### src/rtl/rv_pkg.sv
// Shared definitions for the rv_* ready/valid block family: width helpers and
// a handshake bundle type.
package rv_pkg;

  function automatic int ptr_w(input int depth);
    return $clog2(depth);
  endfunction

  // Occupancy must represent 0..depth inclusive, hence one extra bit.
  function automatic int cnt_w(input int depth);
    return $clog2(depth) + 1;
  endfunction

  typedef struct packed {
    logic valid;
    logic ready;
    logic fire;
  } rv_hs_t;

endpackage

### src/rtl/rv_buffer_mem.sv
// DEPTH x WIDTH register array for rv_buffer: synchronous write, asynchronous
// read. Contents are deliberately not reset.
module rv_buffer_mem
  import rv_pkg::*;
#(
  parameter int WIDTH = 8,
  parameter int DEPTH = 4
) (
  input  logic                      clk_i,
  input  logic                      we_i,
  input  logic [ptr_w(DEPTH)-1:0]   waddr_i,
  input  logic [WIDTH-1:0]          wdata_i,
  input  logic [ptr_w(DEPTH)-1:0]   raddr_i,
  output logic [WIDTH-1:0]          rdata_o
);

  logic [WIDTH-1:0] mem_q [DEPTH];

  always_ff @(posedge clk_i) begin
    if (we_i) begin
      mem_q[waddr_i] <= wdata_i;
    end
  end

  assign rdata_o = mem_q[raddr_i];

endmodule

### src/rtl/rv_buffer.sv
// Parametrised ready/valid elastic buffer with synchronous flush and registered
// in_ready/out_valid. Optional occupancy port enabled by RV_BUFFER_COUNT_EN.
module rv_buffer
  import rv_pkg::*;
#(
  parameter int WIDTH = 8,
  parameter int DEPTH = 4
) (
  input  logic             clk,
  input  logic             rst,
  input  logic             flush,
  input  logic             in_valid,
  input  logic [WIDTH-1:0] in_data,
  output logic             in_ready,
  output logic             out_valid,
  output logic [WIDTH-1:0] out_data,
  input  logic             out_ready
`ifdef RV_BUFFER_COUNT_EN
  ,
  output logic [cnt_w(DEPTH)-1:0] count
`endif
);

  localparam int PW = ptr_w(DEPTH);
  localparam int CW = cnt_w(DEPTH);
  localparam logic [CW-1:0] FULL = CW'(DEPTH);

  logic [PW-1:0] wr_ptr_q, wr_ptr_d;
  logic [PW-1:0] rd_ptr_q, rd_ptr_d;
  logic [CW-1:0] occ_q, occ_d;
  logic          in_ready_q, in_ready_d;
  logic          out_valid_q, out_valid_d;
  rv_hs_t        in_hs, out_hs;

  // Flush suppresses both handshakes so nothing presented that cycle lands.
  always_comb begin
    in_hs.valid  = in_valid;
    in_hs.ready  = in_ready_q;
    in_hs.fire   = in_valid & in_ready_q & ~flush;
    out_hs.valid = out_valid_q;
    out_hs.ready = out_ready;
    out_hs.fire  = out_valid_q & out_ready & ~flush;
  end

  always_comb begin
    wr_ptr_d = wr_ptr_q;
    rd_ptr_d = rd_ptr_q;
    occ_d    = occ_q;
    if (flush) begin
      wr_ptr_d = '0;
      rd_ptr_d = '0;
      occ_d    = '0;
    end else begin
      if (in_hs.fire) begin
        wr_ptr_d = wr_ptr_q + PW'(1);
      end
      if (out_hs.fire) begin
        rd_ptr_d = rd_ptr_q + PW'(1);
      end
      occ_d = occ_q + CW'(in_hs.fire) - CW'(out_hs.fire);
    end
    in_ready_d  = (occ_d != FULL);
    out_valid_d = (occ_d != '0);
  end

  always_ff @(posedge clk or negedge rst) begin
    if (!rst) begin
      wr_ptr_q    <= '0;
      rd_ptr_q    <= '0;
      occ_q       <= '0;
      in_ready_q  <= 1'b1;
      out_valid_q <= 1'b0;
    end else begin
      wr_ptr_q    <= wr_ptr_d;
      rd_ptr_q    <= rd_ptr_d;
      occ_q       <= occ_d;
      in_ready_q  <= in_ready_d;
      out_valid_q <= out_valid_d;
    end
  end

  rv_buffer_mem #(
    .WIDTH (WIDTH),
    .DEPTH (DEPTH)
  ) u_mem (
    .clk_i   (clk),
    .we_i    (in_hs.fire),
    .waddr_i (wr_ptr_q),
    .wdata_i (in_data),
    .raddr_i (rd_ptr_q),
    .rdata_o (out_data)
  );

  assign in_ready  = in_ready_q;
  assign out_valid = out_valid_q;

`ifdef RV_BUFFER_COUNT_EN
  assign count = occ_q;
`endif

endmodule

### config.mk
export PLATFORM = sky130hd
export DESIGN_NAME = rv_buffer
export DESIGN_NICKNAME = d
export VERILOG_FILES = /design/src/rtl/rv_pkg.sv /design/src/rtl/rv_buffer_mem.sv /design/src/rtl/rv_buffer.sv
export SDC_FILE = /design/constraint.sdc
export NUM_CORES = 1
export LEC_CHECK = 0
export BUFFER_PORTS_ARGS = -buffer_cell sky130_fd_sc_hd__clkbuf_2
export CORE_MARGIN = 1
export CORE_UTILIZATION = 59
export CTS_CLUSTER_SIZE = 14
export DETAILED_ROUTE_END_ITERATION = 8
export PLACE_DENSITY_LB_ADDON = 0.15
export SLEW_MARGIN = 20
export SYNTH_ARGS = -nofsm -noshare
export SYNTH_HDL_FRONTEND = slang
export SYNTH_SLANG_ARGS = --single-unit
### constraint.sdc
create_clock -name clk -period 5.83 [get_ports clk]
set_input_delay 0.583 -clock clk [delete_from_list [all_inputs] [get_ports clk]]
set_output_delay 0.583 -clock clk [all_outputs]
set_load 0.05 [all_outputs]
## Word-level counts from Yosys, hierarchy flattened

Memory sizes are Yosys's and may differ from the RTL's.
Cells that the tools add are included.

- Bitwise gates (word level): 5
- Magnitude comparators: 0
- Muxes and demuxes: 7
- Shift operators: 0
- Add/subtract/negate cells: 4
- Multipliers: 0
- Reductions and logical operators: 3
- Div/mod/pow operators: 0
- Equality and inequality tests: 1

Operators with widths:

| operator | count |
|---|---|
| 2-bit 2-to-1 mux | 4 |
| 2-bit by 1-bit adder with 2-bit output (second input constant) | 2 |
| 1-bit AND | 4 |
| 2-bit nonzero test | 2 |
| 3-bit by 1-bit adder with 3-bit output | 1 |
| 3-bit 2-to-1 mux | 1 |
| 3-bit != test (second input constant) | 1 |
| 3-bit nonzero test | 1 |
| 3-bit by 1-bit subtractor with 3-bit output | 1 |
| 1-bit 2-to-1 mux | 2 |
| 1-bit NOT | 1 |

- Bits in latches: 0
- Input bits: 13
- ROM bits: 0
- Output and inout port bits: 10
- Memories kept: 1
- Flip-flop bits (word level): 9
- RAM bits: 32

Memory list:

| name | depth | width | read ports | clocked after memory_dff | write ports | line | source |
|---|---|---|---|---|---|---|---|
| u_mem.mem_q | 4 | 8 | 1 | 0 | 1 | rv_buffer_mem.sv:17 | `logic [WIDTH-1:0] mem_q [DEPTH];` |

## Longest topological paths before layout

Gate-level depths: netlist (run 1).

- Depth in word-level cells: 6
- Depth in mapped cells: 11

## By module

From an unflattened synthesis (run 1), not the netlist that was laid out.

- Cell total of the unflattened synthesis: 84
- Area, all modules: 1601.5 sq um

Modules (own cells, without submodules):

| module | instances | cells each | area an instance (sq um) | seq. area each (sq um) |
|---|---|---|---|---|
| rv_buffer_mem | 1 | 46 | 1188.6 | 960.9 |
| rv_buffer | 1 | 38 | 412.9 | 226.5 |

## Worst setup path after synthesis (run 1)

OpenSTA, ideal clock, no wires.

- Kind: register to register
- Start: register in_ready_q (netlist: in_ready)
- End: register in_ready_q (netlist: in_ready)
- Arrival: 2.637 ns
- Buffers on the path: 0
- Period minus slack after synthesis: 2.732 ns
- Path slack: 3.098 ns
- Cell stages (with the launch flop): 12
- Library setup time: 0.094 ns
- Cell sequence: dfstp_2 > nand2_1 > nor2_1 > inv_1 > ha_1 > inv_1 > ha_1 > inv_1 > fa_1 > xor2_1 > xnor2_1 > or4b_1

- Longest elaborated chain between the ends: 6

Ends and longest elaborated chain:

| element | line | source |
|---|---|---|
| start, declared | rv_buffer.sv:31 | `logic in_ready_q, in_ready_d;` |
| start signal, assigned | rv_buffer.sv:77 | `in_ready_q <= in_ready_d;` |
| 1-bit AND (2 in a row) | rv_buffer.sv:39 | `in_hs.fire = in_valid & in_ready_q & ~flush;` |
| 3-bit by 1-bit adder with 3-bit output | rv_buffer.sv:60 | `occ_d = occ_q + CW'(in_hs.fire) - CW'(out_hs.fire);` |
| 3-bit by 1-bit subtractor with 3-bit output | rv_buffer.sv:60 |  |
| 3-bit 2-to-1 mux | rv_buffer.sv:49 | `if (flush) begin` |
| 3-bit != test | rv_buffer.sv:62 | `in_ready_d = (occ_d != FULL);` |
| net in_ready_d | rv_buffer.sv:31 |  |

The timed path passes the listed nets, and every way through them passes these cells.
A chain may end at the register's enable or synchronous reset.

## Worst setup path in the final report (run 1)

Same ends and word-level chain as after synthesis.

==> flow_summary.yaml, run 1 <==
run_status:
  outcome: "complete, no violations"
clocking:
  tritoncts: "yes"
  post_cts_resized: 0
  clock-sinks: 41
  hold_buffers: 0
  post_cts_buffers: 0
  htree_levels: 2
  clk_latency_ns: 0.35
  clockBufferDepth: 2
  cts.clk_slew.worst_paths_ns: 0.12
  root_buffer: "clkbuf_4"
  cts_made_buffers: 5
setup_path:
  crit_type: "reg2reg"
  reg2reg_from: "in_ready"
  critPathLaunch: "in_ready"
  worstSetupStartpointType: "flip-flop"
  cp-end-kind: "flip-flop"
  worstPathArrival_ns: 2.97
  worstPathRequired_ns: 6.11
  critPathMaxFanout: 5
cells_and_area:
  fin_util: 0.728
  synthToLayoutAreaGrowth_pct: 13.1
  nets: 136
  n_antenna_cell: 0
  drive_gt1_frac: 0.325
timing:
  tightestPinTransition_ns: 0.588
  period_share: 0.462
  rsz0062_at_grt: "false"
  fmax_mhz: 372
  max-slew-margin-rel: 0.608
  period_needed_ns: 2.69
  setup_violations: 0
  drv_slew: 0
  finClkSkew_ns: 0.00462
  hold_violations: 0
  setup-tns-final_ns: 0
die:
  fp.dieArea_um2: 2990
  placementRows: 18
  io_pins: 23
  die_w_um: 54.7
  dieHeight_um: 54.7
  initial_core_util: 0.644
  core_um2: 2540
power:
  total_leakage_power_nw: 0.713
  ir_worst_vdd_uv: 343
  power_mw: 0.751
  power_per_cell_area_nw_per_um2: 405
place:
  portBuffers: 22
  hpwl_mm: 1.78
  gp_congestion: 0.732
yosys:
  yosys.area.top_type: "edfxtp_1"
  seq_area_frac_synth: 0.724
  syn_inst: 90
  yosys_warnings: 0
  netlist.area_leader.share: 0.586
  ys_top_cells_by_area: "edfxtp_1 (59%), dfrtp_1 (12%), mux4_2 (11%)"
  postSynthAreaPerCell_um2: 18.2
  netlist_area_um2: 1640
  synth.distinct_cells: 18
  synth_nets: 110
  ys_seq_elements: 41
grt:
  antenna_found_initial: 0
  grt_pass1_wl_mm: 4.05
  track_usage: 0.220
  overflow: 0
  grt_max_degree: 14
  grt_pass1_vias: 850
flow_run:
  maxCapViolations: 0
routing:
  ant_nets: 0
  drt_iter0_markers: 11
  wl_per_cell_um: 17.1
  wl_mm: 2.51
  drc: 0
  viasPerCell: 5.48
  via_count: 805
  firstDrtPassIters: 4
hold_path:
  hold_class: "in2async"
## flip-flops by register name, summed over array words and instances, names as in the netlist
register,count
occ_q,3
u_mem.mem_q,32
rd_ptr_q,2
wr_ptr_q,2
out_valid,1
in_ready,1
## critical path, cell delays in order, from the launching register on
cell     delay (ns)
dfstp_2        0.57
nand2_1        0.09
nor2_1         0.21
inv_1          0.07
ha_1           0.28
inv_1          0.06
ha_1           0.12
inv_1          0.04
fa_1           0.38
xor2_1         0.16
xnor2_1        0.16
or4b_1         0.48
## metal layers
| layer | share of wire | routed length, um | global-route usage |
|---|---|---|---|
| met5 | 0 | 0 | 0 |
| met4 | 0.024 | 61 | 0.115 |
| met3 | 0.042 | 106 | 0.0750 |
| met2 | 0.50 | 1270 | 0.339 |
| met1 | 0.43 | 1070 | 0.274 |
## path summary, 6_finish.rpt
kind	endpoint	slack, ns	cells after the start
setup / recovery	in_ready	3.14	11
hold reg to reg	wr_ptr_q[1]	0.55	2
max in group asynchronous	in_ready	5.49	1
setup reg to reg	in_ready	3.14	11
min in group clk	u_mem.mem_q[3][5]	0.44	1
hold / removal	out_valid	0.07	1
## stage by stage
stage          instance area [um2]  setup WS (ns)  cells  hold slack, ns
2_1_floorplan                 1640           3.10     90           0.287
3_3_place_gp                  1770           3.10    139           0.448
3_5_place_dp                  1770           2.98    139           0.462
4_1_cts                       1850           3.13    147          0.0711
5_1_grt                       1850           2.96    147          0.0575
6_report                      1850           3.14    147          0.0710
## Yosys cell counts
cell type  count
edfxtp_1      32
dfrtp_1        8
mux4_2         8
nor2_1         8
ha_1           6
inv_1          6
and2_1         4
nand2_1        3
xor2_1         3
clkbuf_1       2
nand3_1        2
xnor2_1        2
a21oi_1        1
a31oi_1        1
buf_2          1
dfstp_2        1
fa_1           1
or4b_1         1
## cells in the final DEF (no fill, tap or decap), types with 2 or more instances in the layout
cell type,netlist,final
edfxtp_1,32,32
clkbuf_2,0,22
nor2_1,8,8
mux4_2,8,8
dfrtp_1,8,8
inv_1,6,6
ha_1,6,6
clkbuf_4,0,5
and2_1,4,4
nand2_1,3,3
xor2_1,3,3
xnor2_1,2,2
nand3_1,2,2
## cell type report
| cell class | count | area [um2] |
|---|---|---|
| Inverter | 6 | 22.5 |
| Tap cell | 30 | 37.5 |
| Sequential cell | 41 | 1190 |
| Clock inverter | 3 | 41.3 |
| Timing Repair Buffer | 22 | 110 |
| Clock buffer | 5 | 37.5 |
| Fill cell | 166 | 692 |
| Multi-Input combinational cell | 40 | 417 |
## cell families after synthesis
group | count (synthesis) | synth area share
adders and majority gates | 7 | 0.0580
AOI/OAI and AO/OA | 2 | 0.00687
xor gates and xnor gates | 5 | 0.0267
DFF | 41 | 0.724
muxes | 8 | 0.110
buffers and inverters | 9 | 0.0214
and+or+nand+nor | 18 | 0.0527
## where the power goes
part           internal, mW  leakage (nW)  switching, mW
Combinational        0.0659         0.266          0.130
Sequential            0.349         0.408         0.0254
Clock                0.0887        0.0389         0.0920
Total                 0.504         0.713          0.247
Note: power is estimated with default switching activity, not from simulation.
==> inputs of run 2 (changes only) <==
--- a/config.mk
+++ b/config.mk
@@ -7,7 +7,7 @@
 export LEC_CHECK = 0
 export BUFFER_PORTS_ARGS = -buffer_cell sky130_fd_sc_hd__clkbuf_2
 export CORE_MARGIN = 1
-export CORE_UTILIZATION = 59
+export CORE_UTILIZATION = 55
 export CTS_CLUSTER_SIZE = 14
 export DETAILED_ROUTE_END_ITERATION = 8
 export PLACE_DENSITY_LB_ADDON = 0.15
==> constraint.sdc (replaced) <==
create_clock -name clk -period 2.6 [get_ports clk]
set_input_delay 0.26 -clock clk [delete_from_list [all_inputs] [get_ports clk]]
set_output_delay 0.26 -clock clk [all_outputs]
set_load 0.05 [all_outputs]
==> flow_summary.yaml, run 2 (same netlist as run 1, synthesis figures left out) <==
cells_and_area:
  n_antenna_cell: 0
  seq_area_um2: 1190
  multi_input_area_um2: 474
  largest_reg_flops: 32
  mostFrequentLayoutCells: "edfxtp_1 (32), clkbuf_2 (22), mux4_2 (8), dfrtp_1 (8), nor2_1 (7)"
  drive_gt1_frac: 0.410
  fillers: 183
  final_common_cell: "edfxtp_1"
  fin_util: 0.691
  top_regs: "u_mem.mem_q x32, occ_q x3"
  synthToLayoutAreaGrowth_pct: 17.3
  regMostFlops: "u_mem.mem_q"
  nets: 141
timing:
  tightestPinTransition_ns: 0.616
  setup_violations: 0
  drv_slew: 0
  fmax_mhz: 392
  period_share: 0.981
  fin_ws_ns: 0.0499
  finClkSkew_ns: 0.00488
  hold_violations: 0
  period_needed_ns: 2.55
  max-slew-margin-rel: 0.589
setup_path:
  worstSetupStartpointType: "flip-flop"
  crit_family: "simple AND/OR/NAND/NOR gates"
  critPathMaxFanout: 4
  cpMaxStageDelayCell: "dfstp_2"
  crit_type: "reg2reg"
  worstPathArrival_ns: 2.81
  worstPathRequired_ns: 2.86
  crit_path_max_incr_delay_ns: 0.58
  crit_chain: "nand2_4 -> nor2_4 -> inv_2 -> ha_4 -> inv_2 -> ha_4 -> inv_2 -> fa_2 -> xor2_2 -> xnor2_2 -> or4b_1"
  cp-end-kind: "flip-flop"
  r2r_slack_ns: 0.05
  cpMostUsedCell: "inv_2"
  critical_path_buf_inv_count: 3
die:
  io_pins: 23
  core_um2: 2780
  die_w_um: 56.6
  dieHeight_um: 56.6
  initial_core_util: 0.589
  placementRows: 19
  fp.dieArea_um2: 3200
power:
  power_mw: 1.64
  ir_worst_vdd_uv: 747
  total_leakage_power_nw: 0.725
  power_per_cell_area_nw_per_um2: 851
place:
  hpwl_mm: 1.60
  dpl_worst_slack_ns: 0.0872
  portBuffers: 22
  gp_congestion: 0.749
grt:
  track_usage: 0.185
  antenna_found_initial: 0
  overflow: 0
  grt_max_degree: 13
  grt_pass1_vias: 869
  grt_pass1_wl_mm: 4.00
clocking:
  tritoncts: "yes"
  clockBufferDepth: 2
  clock-sinks: 41
  root_buffer: "clkbuf_4"
  cts_made_buffers: 5
  clk_latency_ns: 0.34
  cts.clk_slew.worst_paths_ns: 0.11
  htree_levels: 2
routing:
  drc: 0
  drt_iter0_markers: 16
  wl_per_cell_um: 16.0
  firstDrtPassIters: 4
  wl_mm: 2.45
  viasPerCell: 5.37
  via_count: 822
  ant_nets: 0
run_status:
  outcome: "complete, no violations"
flow_run:
  maxCapViolations: 0
hold_path:
  hold_class: "in2reg"
-- run 2: changes by cell type in the layout (fill, tap and decap cells not counted), moves of 2 or more --
cell / previous run / this run
inv_2: 0 / 3
inv_1: 6 / 3
ha_4: 0 / 2
clkbuf_1: 0 / 2
ha_1: 6 / 4
buf_4: 0 / 4
-- run 2: repair_timing --
action	in CTS	in global routing
hold buffers	1	0
hold endpoints to repair	9	0
endpoints found under the setup margin	0	1
gates resized for setup	0	8
buffers inserted	0	3
-- run 2: final timing paths --
kind                            start                end  cells past startpoint
setup / recovery             in_ready           in_ready                     11
hold / removal             in_data[1]  u_mem.mem_q[0][1]                      1
setup reg to reg             in_ready           in_ready                     11
hold reg to reg              in_ready        wr_ptr_q[1]                      2
max in group asynchronous         rst           in_ready                      2
min in group asynchronous         rst        rd_ptr_q[0]                      2
-- run 2: final cells by class --
| cell class | instances | area share |
|---|---|---|
| inverter | 6 | 0.0117 |
| clock buffer | 7 | 0.0234 |
| tap | 31 | 0.0202 |
| sequential | 41 | 0.618 |
| clock inverter | 1 | 0.00195 |
| timing repair buffer | 27 | 0.0781 |
| multi-input combinational | 40 | 0.247 |
-- run 2: through the flow --
| stage | hold WS, ns | cells | cell area [um2] | TNS [ns] |
|---|---|---|---|---|
| after floorplan | -0.0356 | 90 | 1660 | -0.00116 |
| after global placement | 0.125 | 141 | 1800 | 0 |
| after detailed placement | 0.130 | 141 | 1800 | 0 |
| after CTS | 0.109 | 150 | 1860 | 0 |
| after global routing | 0.102 | 153 | 1920 | -0.00962 |
| final | 0.124 | 153 | 1920 | 0 |
-- run 2: where the power goes --
group	leakage, nW	internal (mW)	total (mW)	switching (mW)
sequential	0.408	0.784	0.849	0.0649
combinational	0.291	0.189	0.499	0.310
clock	0.0269	0.104	0.287	0.183
total	0.725	1.08	1.64	0.558
-- run 2: per-layer routing --
| layer | vias to the layer above | track usage | share of wire |
|---|---|---|---|
| met1 | 399 | 0.212 | 0.44 |
| li1 | 394 | - | - |
| met4 | 0 | 0.115 | 0.028 |
| met5 | - | 0 | 0 |
| met2 | 23 | 0.289 | 0.48 |
| met3 | 6 | 0.0737 | 0.051 |
==> inputs of run 3 (changes only) <==
==> constraint.sdc (replaced) <==
create_clock -name clk -period 2.9 [get_ports clk]
set_input_delay 0.29 -clock clk [delete_from_list [all_inputs] [get_ports clk]]
set_output_delay 0.29 -clock clk [all_outputs]
set_load 0.05 [all_outputs]
==> flow_summary.yaml, run 3 (same netlist as run 1, synthesis figures left out) <==
place:
  gp_congestion: 0.699
  portBuffers: 22
  dpl_worst_slack_ns: 0.261
  placed_cells: 140
  hpwl_mm: 1.80
  dpl_cell_area_um2: 1780
die:
  core_um2: 2780
  initial_core_util: 0.589
  placementRows: 19
  fp.dieArea_um2: 3200
  io_pins: 23
  dieHeight_um: 56.6
  die_w_um: 56.6
clocking:
  cts_made_buffers: 5
  clk_latency_ns: 0.35
  clockBufferDepth: 2
  root_buffer: "clkbuf_4"
  htree_levels: 2
  post_cts_resized: 0
  post_cts_buffers: 0
  clock-sinks: 41
  tritoncts: "yes"
  cts.clk_slew.worst_paths_ns: 0.11
hold_path:
  holdPathEnd: "u_mem.mem_q[1][3]"
  whs_path_depth: 1
  hp-start: "in_data[3]"
  hold_class: "in2reg"
timing:
  rsz0062_at_grt: "false"
  max-slew-margin-rel: 0.592
  fmax_mhz: 379
  finClkSkew_ns: 0.0108
  setup_violations: 0
  period_needed_ns: 2.64
  drv_slew: 0
  fin_ws_ns: 0.259
  setup-tns-final_ns: 0
  hold_violations: 0
  period_share: 0.911
  tightestPinTransition_ns: 0.612
cells_and_area:
  finalInstanceArea_um2: 1840
  drive_gt1_frac: 0.322
  largest_reg_flops: 32
  fillers: 189
  mostFrequentLayoutCells: "edfxtp_1 (32), clkbuf_2 (22), nor2_1 (8), mux4_2 (8), dfrtp_1 (8)"
  final_common_cell: "edfxtp_1"
  synthToLayoutAreaGrowth_pct: 12.1
  n_antenna_cell: 0
  layout.cells.non_filler: 149
  nets: 137
  top_regs: "u_mem.mem_q x32, occ_q x3"
  regMostFlops: "u_mem.mem_q"
setup_path:
  r2r-end: "in_ready"
  worstPathArrival_ns: 2.91
  worstPathRequired_ns: 3.17
  reg2reg_from: "in_ready"
  worstSetupStartpointType: "flip-flop"
  critPathLaunch: "in_ready"
  r2r_slack_ns: 0.26
  r2r_cells: 11
  crit_type: "reg2reg"
  cp-end-kind: "flip-flop"
  critPathMaxFanout: 5
flow_run:
  maxCapViolations: 0
routing:
  drt_iter0_markers: 24
  firstDrtPassIters: 4
  drc: 0
  ant_nets: 0
  wl_per_cell_um: 16.9
  wl_mm: 2.51
  via_count: 815
  viasPerCell: 5.47
run_status:
  outcome: "complete, no violations"
power:
  ir_worst_vdd_uv: 573
  total_leakage_power_nw: 0.710
  power_per_cell_area_nw_per_um2: 768
  power_mw: 1.41
grt:
  antenna_found_initial: 0
  grt_max_degree: 13
  track_usage: 0.191
  grt_pass1_vias: 894
  grt_pass1_wl_mm: 4.21
  overflow: 0
## run 3: cell types whose count changed in the layout (fill, tap and decap cells not counted), sizes merged
cell | previous run | this run
clkbuf | 29 | 28
clkinv | 1 | 2
buf | 4 | 0
## run 3: metal layers
layer,global-route usage,vias to the layer above,part of all wire
li1,-,386,-
met5,0,-,0
met4,0.115,0,0.027
met1,0.230,402,0.41
met3,0.0507,8,0.035
met2,0.309,19,0.53
## run 3: report_power, final
| part | switching, mW | internal, mW | leakage, nW |
|---|---|---|---|
| Combinational | 0.263 | 0.133 | 0.270 |
| Sequential | 0.0505 | 0.702 | 0.408 |
| Clock | 0.169 | 0.0924 | 0.0320 |
## run 3: worst max path at each step
stage | endpoint | slack, ns | depth (start not counted)
final | in_ready | 0.26 | 11
after CTS | in_ready | 0.24 | 11
after global routing | in_ready | 0.11 | 11
after floorplan | in_ready | 0.17 | 11
after global placement | in_ready | 0.33 | 11
after detailed placement | in_ready | 0.26 | 11
## run 3: critical path, cell delays in order (launching register included)
cell and delay (ns):
dfstp_2 0.55, nand2_1 0.09, nor2_1 0.20, inv_1 0.07, ha_1 0.27, inv_1 0.05
ha_1 0.13, inv_1 0.05, fa_1 0.37, xor2_1 0.16, xnor2_1 0.15, or4b_1 0.47
## run 3: layout make-up
type	instances	area (um2)	share of cell area
inverters	6	22.5	0.0123
clock inverters	2	10.0	0.00545
multi-input cells	40	417	0.227
flip-flops and latches	41	1190	0.646
clock buffers	6	41.3	0.0225
repair buffers	23	120	0.0654
well taps	31	38.8	0.0211
## run 3: repair_timing
item,4_1_cts,5_1_grt
hold buffers,1,0
setup endpoints to repair,0,0
hold endpoints to repair,8,0
## run 3: through the flow
stage                     utilization  hold WS, ns
final                           0.660        0.157
after global routing            0.660        0.143
after CTS                       0.660        0.135
after detailed placement        0.638        0.158
after global placement          0.638        0.152
after floorplan                     -     -0.00559
